**config.mk**
```make
export PLATFORM = sky130hd
export DESIGN_NAME = if_id_queue
export DESIGN_NICKNAME = d
export VERILOG_FILES = /design/src/rtl/if_id_queue_pkg.sv /design/src/rtl/if_id_fifo_mem.sv /design/src/rtl/if_id_queue.sv
export SDC_FILE = /design/constraint.sdc
export NUM_CORES = 1
export LEC_CHECK = 0
export CAP_MARGIN = 20
export CORE_MARGIN = 3
export CORE_UTILIZATION = 34
export CTS_CLUSTER_DIAMETER = 150
export DETAILED_ROUTE_END_ITERATION = 8
export DONT_BUFFER_PORTS = 1
export GPL_ROUTABILITY_DRIVEN = 0
export GPL_TIMING_DRIVEN = 1
export PLACE_DENSITY_LB_ADDON = 0.3
export SYNTH_ARGS = -nofsm -noshare
export SYNTH_HDL_FRONTEND = slang
export SYNTH_SLANG_ARGS = --single-unit
```
**constraint.sdc**
```tcl
create_clock -name clk -period 7.15 [get_ports clk]
set_input_delay 1.43 -clock clk [delete_from_list [all_inputs] [get_ports clk]]
set_output_delay 1.43 -clock clk [all_outputs]
set_load 0.02 [all_outputs]
```
**src/rtl/if_id_queue_pkg.sv**
```systemverilog
// Shared pipeline definitions for the IF/ID and ID/EX registers.
// Also holds the occupancy classification that the queue uses for its handshake.
package if_id_queue_pkg;

  localparam int IF_ID_WIDTH = 32;
  localparam logic [31:0] NOP_INSTR = 32'h0000_0000;

  typedef struct packed {
    logic [IF_ID_WIDTH-1:0] ir;
    logic [IF_ID_WIDTH-1:0] npc;
  } if_id_t;

  typedef enum logic [1:0] {
    OCC_EMPTY,
    OCC_PARTIAL,
    OCC_FULL
  } occ_state_t;

  function automatic occ_state_t occ_state(input int unsigned occ, input int unsigned depth);
    occ_state_t s;
    if (occ == 0) s = OCC_EMPTY;
    else if (occ >= depth) s = OCC_FULL;
    else s = OCC_PARTIAL;
    return s;
  endfunction

endpackage

```
**src/rtl/if_id_fifo_mem.sv**
```systemverilog
// Entry storage for the IF/ID queue: one write port, one asynchronous read port.
// Deliberately unreset; the owner's occupancy count decides which entries are live.
module if_id_fifo_mem #(
  parameter int DEPTH = 2,
  parameter int DW    = 64,
  parameter int AW    = (DEPTH > 1) ? $clog2(DEPTH) : 1
) (
  input  logic          clk,
  input  logic          we,
  input  logic [AW-1:0] waddr,
  input  logic [DW-1:0] wdata,
  input  logic [AW-1:0] raddr,
  output logic [DW-1:0] rdata
);

  logic [DW-1:0] mem [DEPTH];

  always_ff @(posedge clk) begin
    if (we) mem[waddr] <= wdata;
  end

  assign rdata = mem[raddr];

endmodule

```
**src/rtl/if_id_queue.sv**
```systemverilog
// IF/ID pipeline register fronted by a small circular queue so fetch can run ahead of a stalled decode.
// A taken branch from EX/MEM drops everything buffered plus anything offered in the same cycle.
module if_id_queue
  import if_id_queue_pkg::*;
#(
  parameter int DEPTH = 2,
  parameter int WIDTH = IF_ID_WIDTH
) (
  input  logic                   clk,
  input  logic                   rst_n,
  input  logic                   in_valid,
  input  logic [WIDTH-1:0]       in_ir,
  input  logic [WIDTH-1:0]       in_npc,
  output logic                   in_ready,
  output logic                   out_valid,
  output logic [WIDTH-1:0]       out_ir,
  output logic [WIDTH-1:0]       out_npc,
  input  logic                   out_ready,
  input  logic                   flush,
  output logic [$clog2(DEPTH):0] count
);

  localparam int PTR_W = $clog2(DEPTH);
  localparam logic [PTR_W-1:0] PTR_ONE = 1;
  localparam logic [PTR_W:0]   OCC_ONE = 1;

  logic [PTR_W-1:0]   rd;
  logic [PTR_W-1:0]   wr;
  logic [PTR_W:0]     occ;
  occ_state_t         state;
  logic               push;
  logic               pop;
  logic [2*WIDTH-1:0] head;

  // Handshake derives from registered occupancy only, so in_ready never waits on decode.
  assign state     = occ_state(32'(occ), DEPTH);
  assign in_ready  = (state != OCC_FULL);
  assign out_valid = (state != OCC_EMPTY);

  assign push = in_valid && in_ready && !flush;
  assign pop  = out_valid && out_ready && !flush;

  always_ff @(posedge clk or negedge rst_n) begin
    if (!rst_n) begin
      rd  <= '0;
      wr  <= '0;
      occ <= '0;
    end else if (flush) begin
      rd  <= '0;
      wr  <= '0;
      occ <= '0;
    end else begin
      if (push) wr <= wr + PTR_ONE;
      if (pop)  rd <= rd + PTR_ONE;
      case ({push, pop})
        2'b10:   occ <= occ + OCC_ONE;
        2'b01:   occ <= occ - OCC_ONE;
        default: occ <= occ;
      endcase
    end
  end

  if_id_fifo_mem #(
    .DEPTH (DEPTH),
    .DW    (2 * WIDTH),
    .AW    (PTR_W)
  ) u_mem (
    .clk   (clk),
    .we    (push),
    .waddr (wr),
    .wdata ({in_ir, in_npc}),
    .raddr (rd),
    .rdata (head)
  );

  // Stale storage stays hidden behind NOP/0 whenever nothing is live.
  assign out_ir  = out_valid ? head[2*WIDTH-1:WIDTH] : WIDTH'(NOP_INSTR);
  assign out_npc = out_valid ? head[WIDTH-1:0] : '0;
  assign count   = occ;

endmodule

```
# Word level (Yosys, flattened, before mapping)
# Memories as Yosys holds them, arrays and structs flattened.
# Cells that the tools add are included.
# W data, S select, Z words.
[classes]
n_addsub = 4
n_lt_le_gt_ge = 1
n_eq_ne = 3
muxes = 12
n_reduce_logical = 10
[op_table]
columns = ["operator", "n"]
rows = [
  ["$mux W32", 2],
  ["$mux W1", 6],
  ["$mux W2", 3],
  ["$reduce_bool A2 Y1", 3],
  ["$logic_and A1 B1 Y1", 4],
  ["$pmux W2 S2", 1],
  ["$reduce_bool A3 Y1", 1],
  ["$add A1 B1 Y1 const B", 2],
  ["$add A2 B1 Y2 const B", 1],
  ["$eq A2 B1 Y1 const B", 1],
  ["$eq A2 B2 Y1 const B", 1],
  ["$ge A2 B2 Y1 const B", 1],
  ["$logic_not A2 Y1", 1],
  ["$ne A2 B2 Y1 const B", 1],
  ["$sub A2 B1 Y2 const B", 1],
  ["$logic_not A1 Y1", 1],
]
[word_totals]
reg_bits = 4
ram_bits = 128
inputBits = 69
out_inout_bits = 68
wordCells = 34
memories = 1
[mem_list]
columns = ["name", "words", "word_bits", "rd", "rd_clocked_by_memory_dff", "write_ports", "line", "rtl"]
rows = [
  ["u_mem.mem", 2, 64, 1, 0, 1, "if_id_fifo_mem.sv:16", "logic [DW-1:0] mem [DEPTH];"],
]

# Logic depth before layout (Yosys ltp)
# Gate-level depths: netlist of run 1.
[depth]
depth_word = 9
mapped_depth = 4
ltp_nobuf = 3

# Hierarchy
# Synthesis of run 1 repeated with hierarchy kept, for this count alone.
[hier_totals]
hier_cells = 294
hier_area_um2 = 5611.6
[modules_own_cells]
columns = ["module", "n_inst", "cells_each", "area_per_inst_um2", "seq_area_each_um2"]
rows = [
  ["if_id_fifo_mem", 1, 201, 4933.5, 3843.7],
  ["if_id_queue", 1, 93, 678.2, 100.1],
]

# Worst setup path after synthesis of run 1
# Ideal clock, no wire load.
[synth_path]
path_kind = "input to register"
from = "in in_valid"
to = "mem u_mem.mem[1][0], enable pin"
setup_time_ns = 0.578
arrival_time_ns = 6.192
t_required_ns = 6.572
path_slack_ns = 0.381
path_stages = 2
n_path_buf = 0
path_cell_list = "nand2b_4 -> nor3b_1"
[synth_via]
elab_chain_cells = 4
[synth_rtl]
columns = ["item", "line", "rtl"]
rows = [
  ["start: declaration", "if_id_queue.sv:11", "input logic in_valid,"],
  ["$logic_and A1 B1 Y1 (2 in series)", "if_id_queue.sv:40", "assign push = in_valid && in_ready && !flush;"],
  ["$mux W1", "if_id_fifo_mem.sv:19", "if (we) mem[waddr] <= wdata;"],
  ["$mux W1 (implied by the code)", "if_id_fifo_mem.sv:19", ""],
  ["end: declaration", "if_id_fifo_mem.sv:16", ""],
]
# No other way between the ends.

# Worst setup path in the final report of run 1
[layout_path]
from = "reg occ[1], in the netlist count[1]"
to = "out out_npc[23]"
[layout_via]
elab_chain_cells = 5
word_cells_on_any_way = 6
cone_classes = "order compare (1); mux (3); reduce/logical (2)"
[layout_rtl]
columns = ["item", "line", "rtl"]
rows = [
  ["start: declaration", "if_id_queue.sv:29", "logic [PTR_W:0] occ;"],
  ["start signal: assignment", "if_id_queue.sv:56", "2'b10: occ <= occ + OCC_ONE;"],
  ["start signal: assignment", "if_id_queue.sv:57", "2'b01: occ <= occ - OCC_ONE;"],
  ["$ge A2 B2 Y1", "if_id_queue_pkg.sv:22", "else if (occ >= depth) s = OCC_FULL;"],
  ["$mux W2", "if_id_queue_pkg.sv:22", ""],
  ["$mux W2 *", "if_id_queue_pkg.sv:21", "if (occ == 0) s = OCC_EMPTY;"],
  ["$reduce_bool A2 Y1 *", "if_id_queue.sv:38", "assign out_valid = (state != OCC_EMPTY);"],
  ["$mux W32 *", "if_id_queue.sv:78", "assign out_npc = out_valid ? head[WIDTH-1:0] : '0;"],
  ["end: declaration", "if_id_queue.sv:17", "output logic [WIDTH-1:0] out_npc,"],
]
# Mark *: on every way between the ends. The rest lies on a longest branch, timed or not.

==> reports/metrics.cfg, run 1 <==
[cts]
cts.sink_count=132
cts_setup_buffers=0
clk_pin_slew_ps=60
cts_tree=yes
root_buffer=clkbuf_16
clockBufferDepth=2
postCtsHoldBufs=0
numCtsBuffers=17
clk_latency_ps=400
htree_levels=4
ctsResizeCount=0

[worst_setup_path]
worstPathArrival_ps=1960
regToRegSetupSlack_ps=5020
crit_start=count[1]
worstRegToRegCells=3
crit_fanout=65
critPathCaptureType=primary output
cp.required_ps=5720
worst_setup_path_start_kind=register
crit_end=out_npc[23]
r2r-end=u_mem.mem[1][58]
r2r_start=count[1]
criticalPathCategory=reg -> out

[sta]
fin_setup_tns_ps=0
slew_violations=0
relSlewSlack=0.508
setup_viol=0
hold_viol_final=0
rsz0062_at_grt=false
holdWs_ps=598
fmax_mhz=295
fin_crit_ps=3390
tightestPinTransition_ps=738
clock_skew_ps=4.96
finalCritPeriodShare=0.475

[synth]
syn-cell-area_mm2=0.00508
avgSynthCellArea_um2=17.3
postSynthCellCount=294
seq_area_frac_synth=0.776
yosysTopAreaCellShare=0.756
ys_ff_latch=132
synth_top_cell_by_area=edfxtp_1
ys_async_sr_fraction=0.0303
synth_ff_type=edfxtp_1
ys_top_cells_by_area=edfxtp_1 76%, mux2i_1 13%, nor2_1 4.9%
synth_nets=363
synth_edf_count=128
ys_warn_count=0
post_synth_num_cell_types=22

[placement]
dp_hpwl_um=5640
io_buffers=0

[grt]
grt_pass1_vias=2608
grt_pass1_wl_um=14100
overflow=0
grt_max_degree=66
track_usage=0.115
antenna_found_initial=0

[cells_and_area]
area_growth_syn_to_layout_pct=16.1
diodes=0
multi_input_area_mm2=0.00101
drive_above_1_share=0.132
fin_nets=374
seq_area_mm2=0.00395
finalCoreUtilization=0.405
nFillCells=1310

[floorplan]
start_util=0.349
core_mm2=0.0146
fp.dieArea_mm2=0.0165
fp-row-count=44
die_x_um=128
die_h_um=128
ios=137

[status]
status=finished clean

[detailed_routing]
drt.antenna.violating_nets=0
first_pass_iters=4
vias_per_cell=4.83
routed_wl_um=9080
drt-initial-drc-count=105
route.detailed.drc=0
routed-via-count=2423
wl_per_cell_um=18.1

[power]
cellPowerDensity_mw_per_mm2=335
peakVddDrop_v=0.000192
p_leak_nw=1.91

[worst_hold_path]
hold_path_depth=2
min_path_type=reg -> reg

[flow_run]
maxCapViolations=0

[final cells by class]
| cell class | count | area share |
|---|---|---|
| Inverter | 2 | 0.00127 |
| Timing Repair Buffer | 6 | 0.0110 |
| Tap cell | 184 | 0.0390 |
| Sequential cell | 132 | 0.669 |
| Multi-Input combinational cell | 146 | 0.172 |
| Clock buffer | 18 | 0.0727 |
| Clock inverter | 14 | 0.0356 |
[Yosys cell counts (2+ instances only)]
master and count:
a21oi_1 2, buf_2 6, buf_6 2, buf_8 5, dfrtp_1 4, edfxtp_1 128, mux2i_1 65, nor2_1 66
nor2b_1 2, xor2_1 2
[metal layers]
metal	track usage	wire [um]	vias to the layer above
met3	0.0654	939	9
met4	0.0487	119	0
li1	-	-	1108
met1	0.129	3660	1210
met5	0	0	-
met2	0.179	4360	96
[how the worst min path moves through the flow]
stage               start  end  slack [ps]
floorplan              wr   wr         520
global placement       wr   wr         560
detailed placement     wr   wr         580
CTS                    wr   wr         600
global route           wr   wr         650
finish                 wr   wr         600
[power by group]
part | internal (mW) | total, mW | switching, mW
sequential | 0.887 | 0.904 | 0.0169
clock | 0.616 | 0.925 | 0.308
combinational | 0.0404 | 0.148 | 0.107
total | 1.54 | 1.98 | 0.432
[worst max-delay path, cell delays in order, from the launching register on]
cell and delay [ps]:
dfrtp_1 540, nor2_4 130, buf_4 570, nor2_1 290
[kinds of logic after synthesis]
family,share of synthesized area
muxes,0.128
DFF,0.776
xor gates and xnor gates,0.00345
and+or+nand+nor,0.0595
buffers and inverters,0.0280
AOI/OAI and AO/OA,0.00541
[cell usage in the layout (no fill, tap or decap)]
| master | synthesis | routed |
|---|---|---|
| clkbuf_16 | 0 | 17 |
| nor2_1 | 66 | 66 |
| nor3_2 | 0 | 1 |
| nor2_4 | 0 | 1 |
| clkinv_2 | 0 | 3 |
| edfxtp_1 | 128 | 128 |
| buf_16 | 0 | 1 |
| nand2_1 | 1 | 1 |
| mux2i_1 | 65 | 65 |
| xor2_1 | 2 | 2 |
| dfrtp_4 | 0 | 1 |
| clkinv_1 | 0 | 1 |
| buf_4 | 1 | 5 |
| a21oi_1 | 2 | 2 |
| inv_2 | 1 | 1 |
| nor3b_2 | 0 | 1 |
| nand2b_4 | 1 | 1 |
| bufinv_16 | 0 | 5 |
| clkinvlp_4 | 0 | 2 |
| a21o_1 | 1 | 1 |
| o21ai_0 | 1 | 1 |
| inv_1 | 1 | 1 |
| dfrtp_1 | 4 | 3 |
| o21ai_1 | 1 | 1 |
| nor2b_1 | 2 | 2 |
| clkinv_4 | 0 | 3 |
| clkbuf_1 | 0 | 1 |
| nand2b_1 | 1 | 1 |
[state kept, by name (all words and copies together) (netlist names)]
signal and count:
u_mem.mem 128, count 2, rd 1, wr 1
[through the flow]
stage | power, mW | std cells | setup slack (ps) | cell area (um^2)
6_report | 1.98 | 502 | 3760 | 5900
5_1_grt | 2.06 | 502 | 3610 | 5900
4_1_cts | 2.01 | 502 | 3670 | 5900
3_5_place_dp | 1.07 | 470 | 4120 | 5260
3_3_place_gp | 1.07 | 469 | 3860 | 5240
2_1_floorplan | 1.05 | 294 | 381 | 5080
Note: power is estimated with default switching activity, not from simulation.
==> inputs of run 2 (changes only) <==
Settings changed: ABC_AREA set to 1.
Clock period 7.15 ns to 3 ns, I/O delays scaled along.
==> run 2 against run 1 <==
Net effect: final area decreased by 0.55%; setup slack lost 3300 ps; non-clock buffer count rose by 9; critical path type unchanged; highest routed layer unchanged; wire length increased by 16%; die area down 1.6%; cell count increased by 17%; register-to-register slack lost 4000 ps; first-iteration DRC count rose by 21%; clock skew decreased by 0.64 ps; sequential share of layout area grew 0.33 points.
==> reports/metrics.cfg, run 2 <==
[sta]
setup_viol=0  ; unchanged
fin_setup_tns_ps=0  ; unchanged
rsz0062_at_grt=false
fin_ws_ps=463  ; -3290 ps
slew_violations=0  ; unchanged
fmax_mhz=394
finalCritPeriodShare=0.846
tightestPinTransition_ps=587  ; -151 ps
holdWs_ps=264  ; -334 ps
relSlewSlack=0.609  ; +0.101
fin_crit_ps=2540
hold_viol_final=0  ; unchanged
clock_skew_ps=4.32  ; -0.635 ps

[synth]
syn-cell-area_mm2=0.00500  ; -1.7%
synth_edf_count=128  ; unchanged
ys_top_cells_by_area=edfxtp_1 77%, nand2_1 10%, a21oi_1 6.5%
synth_nets=448  ; +23%
synth_ff_type=edfxtp_1
postSynthCellCount=379  ; +29%
yosysMostFrequentCell=nand2_1
ys_ff_latch=132  ; unchanged
ys_async_sr_fraction=0.0303  ; unchanged
ys_warn_count=0  ; unchanged
yosysTopAreaCellShare=0.769  ; +0.0131
avgSynthCellArea_um2=13.2  ; -24%
synth_top_cell_by_area=edfxtp_1
post_synth_num_cell_types=15  ; -32%
seq_area_frac_synth=0.789  ; +0.0134
synthTopCellsByCount=138 x nand2_1, 128 x edfxtp_1, 65 x a21oi_1

[cts]
htree_levels=4  ; unchanged
numCtsBuffers=17  ; unchanged
clk_latency_ps=410  ; about the same
cts.sink_count=132  ; unchanged
cts_setup_buffers=0  ; unchanged
clk_pin_slew_ps=50  ; about the same
root_buffer=clkbuf_16
clockBufferDepth=2  ; unchanged
cts_tree=yes

[grt]
overflow=0  ; unchanged
grt_max_degree=43  ; -35%
grt_pass1_wl_um=16200  ; +15%
antenna_found_initial=0  ; unchanged
track_usage=0.134  ; +0.0188
grt_pass1_vias=2924  ; +12%

[power]
total_power_mw=5.82  ; +190%
clockPowerShare=0.348  ; -0.120
combPwrFrac=0.258  ; +0.183
p_leak_nw=2.04  ; +6.9%
p_int_mw=3.82  ; +150%
p_switching_mw=2.00  ; +360%
peakVddDrop_v=0.000402  ; +110%
pwr-share-seq=0.394  ; -0.063
cellPowerDensity_mw_per_mm2=991  ; +200%
swShare=0.344  ; +0.125

[cells_and_area]
fin_nets=461  ; +23%
area_growth_syn_to_layout_pct=17.4
final_common_cell=nand2_1
layout_common_cells=138 x nand2_1, 128 x edfxtp_1, 65 x a21oi_1, 17 x clkbuf_16, 12 x buf_4
finalCoreUtilization=0.415  ; +0.0103
diodes=0  ; unchanged
regMostFlops=u_mem.mem
nFillCells=1320  ; +0.76%
drive_above_1_share=0.123  ; -0.00862
largest_register_ffs=128  ; unchanged

[floorplan]
die_x_um=127  ; -0.81%
fp-row-count=43  ; -2.3%
start_util=0.353  ; +0.00472
fp.dieArea_mm2=0.0162  ; -1.6%
core_mm2=0.0141  ; -3.0%
die_h_um=127  ; -0.81%
ios=137  ; unchanged

[flow_run]
maxCapViolations=0  ; unchanged

[worst_setup_path]
cp.required_ps=2400  ; -3320 ps
worst_setup_path_start_kind=register
critPathBufInv=2  ; +1
crit_fanout=28  ; -57%
crit_chain=nor2_4, buf_12, a21oi_1, buf_4
critPathTopFamily=flip-flops
crit_slowest_cell=dfrtp_1
worstPathArrival_ps=1940  ; -20 ps
criticalPathCategory=reg -> out
cpPeakStageDelay_ps=520  ; -50 ps
critPathCaptureType=primary output

[placement]
dp_slack_ps=827  ; -3300 ps
io_buffers=0  ; unchanged
dp_hpwl_um=6600  ; +17%

[detailed_routing]
drt-initial-drc-count=127  ; +21%
routed-via-count=2884  ; +19%
route.detailed.drc=0  ; unchanged
drt.antenna.violating_nets=0  ; unchanged
first_pass_iters=6  ; +2
routed_wl_um=10600  ; +16%
wl_per_cell_um=18.0  ; -0.19%
vias_per_cell=4.93  ; +2.1%

[status]
status=finished clean

[worst_hold_path]
min_path_type=in -> reg

run 2: worst paths after layout:
| path | start | endpoint | slack (ps) | depth (start not counted) |
|---|---|---|---|---|
| min in group asynchronous | rst_n | count[0] | 470 | 1 |
| max in group asynchronous | rst_n | rd | 2340 | 1 |
| max reg2reg | count[1] | u_mem.mem[1][15] | 1020 | 4 |
| min reg2reg | wr | wr | 650 | 2 |
| min | flush | rd | 260 | 1 |
| max | count[1] | out_npc[12] | 460 | 4 |
run 2: repair_timing:
item / CTS / global route
hold buffers: 1 / 0
hold endpoints to repair: 4 / 0
resized for setup: 0 / 0
run 2: final cells by class:
class                      instances  area (um^2)  share of cell area
clock buffer                      17          425              0.0725
clock inverter                    15          165              0.0281
inverter                           7         26.3             0.00448
multi-input combinational        219          943               0.161
sequential                       132         3950               0.672
tap                              180          225              0.0384
timing repair buffer              15          140              0.0239
run 2: cell families (layout without fill, tap and decap cells):
| family | after synthesis | count (layout) | share of synthesized area |
|---|---|---|---|
| and+or+nand+nor | 152 | 152 | 0.117 |
| DFF | 132 | 132 | 0.789 |
| AOI/OAI and AO/OA | 67 | 67 | 0.0676 |
| buffers and inverters | 28 | 54 | 0.0263 |
run 2: per-stage QoR:
| step | std cells | area [um^2] |
|---|---|---|
| after floorplan | 379 | 5000 |
| after global placement | 552 | 5270 |
| after detailed placement | 552 | 5270 |
| after CTS | 585 | 5870 |
| after global routing | 585 | 5870 |
| final | 585 | 5870 |
run 2: power by group through the flow:
stage	Sequential, mW	Combinational [mW]	Clock [mW]
after floorplan	2.32	1.18	0
after global placement	2.32	1.52	0
after detailed placement	2.33	1.54	0
after CTS	2.29	1.55	2.08
after global routing	2.31	1.64	2.16
final	2.29	1.50	2.03
run 2: layer usage:
| layer | global-route usage | share of wire | vias to the layer above |
|---|---|---|---|
| met1 | 0.147 | 0.38 | 1405 |
| met5 | 0 | 0 | - |
| li1 | - | - | 1359 |
| met3 | 0.0686 | 0.10 | 12 |
| met4 | 0.0625 | 0.017 | 0 |
| met2 | 0.215 | 0.50 | 108 |
run 2: worst reg2reg max path, cell delays in order, from the launching register on:
cell,delay [ps]
dfrtp_1,520
inv_2,220
nand3_1,200
nor2_4,150
buf_4,510
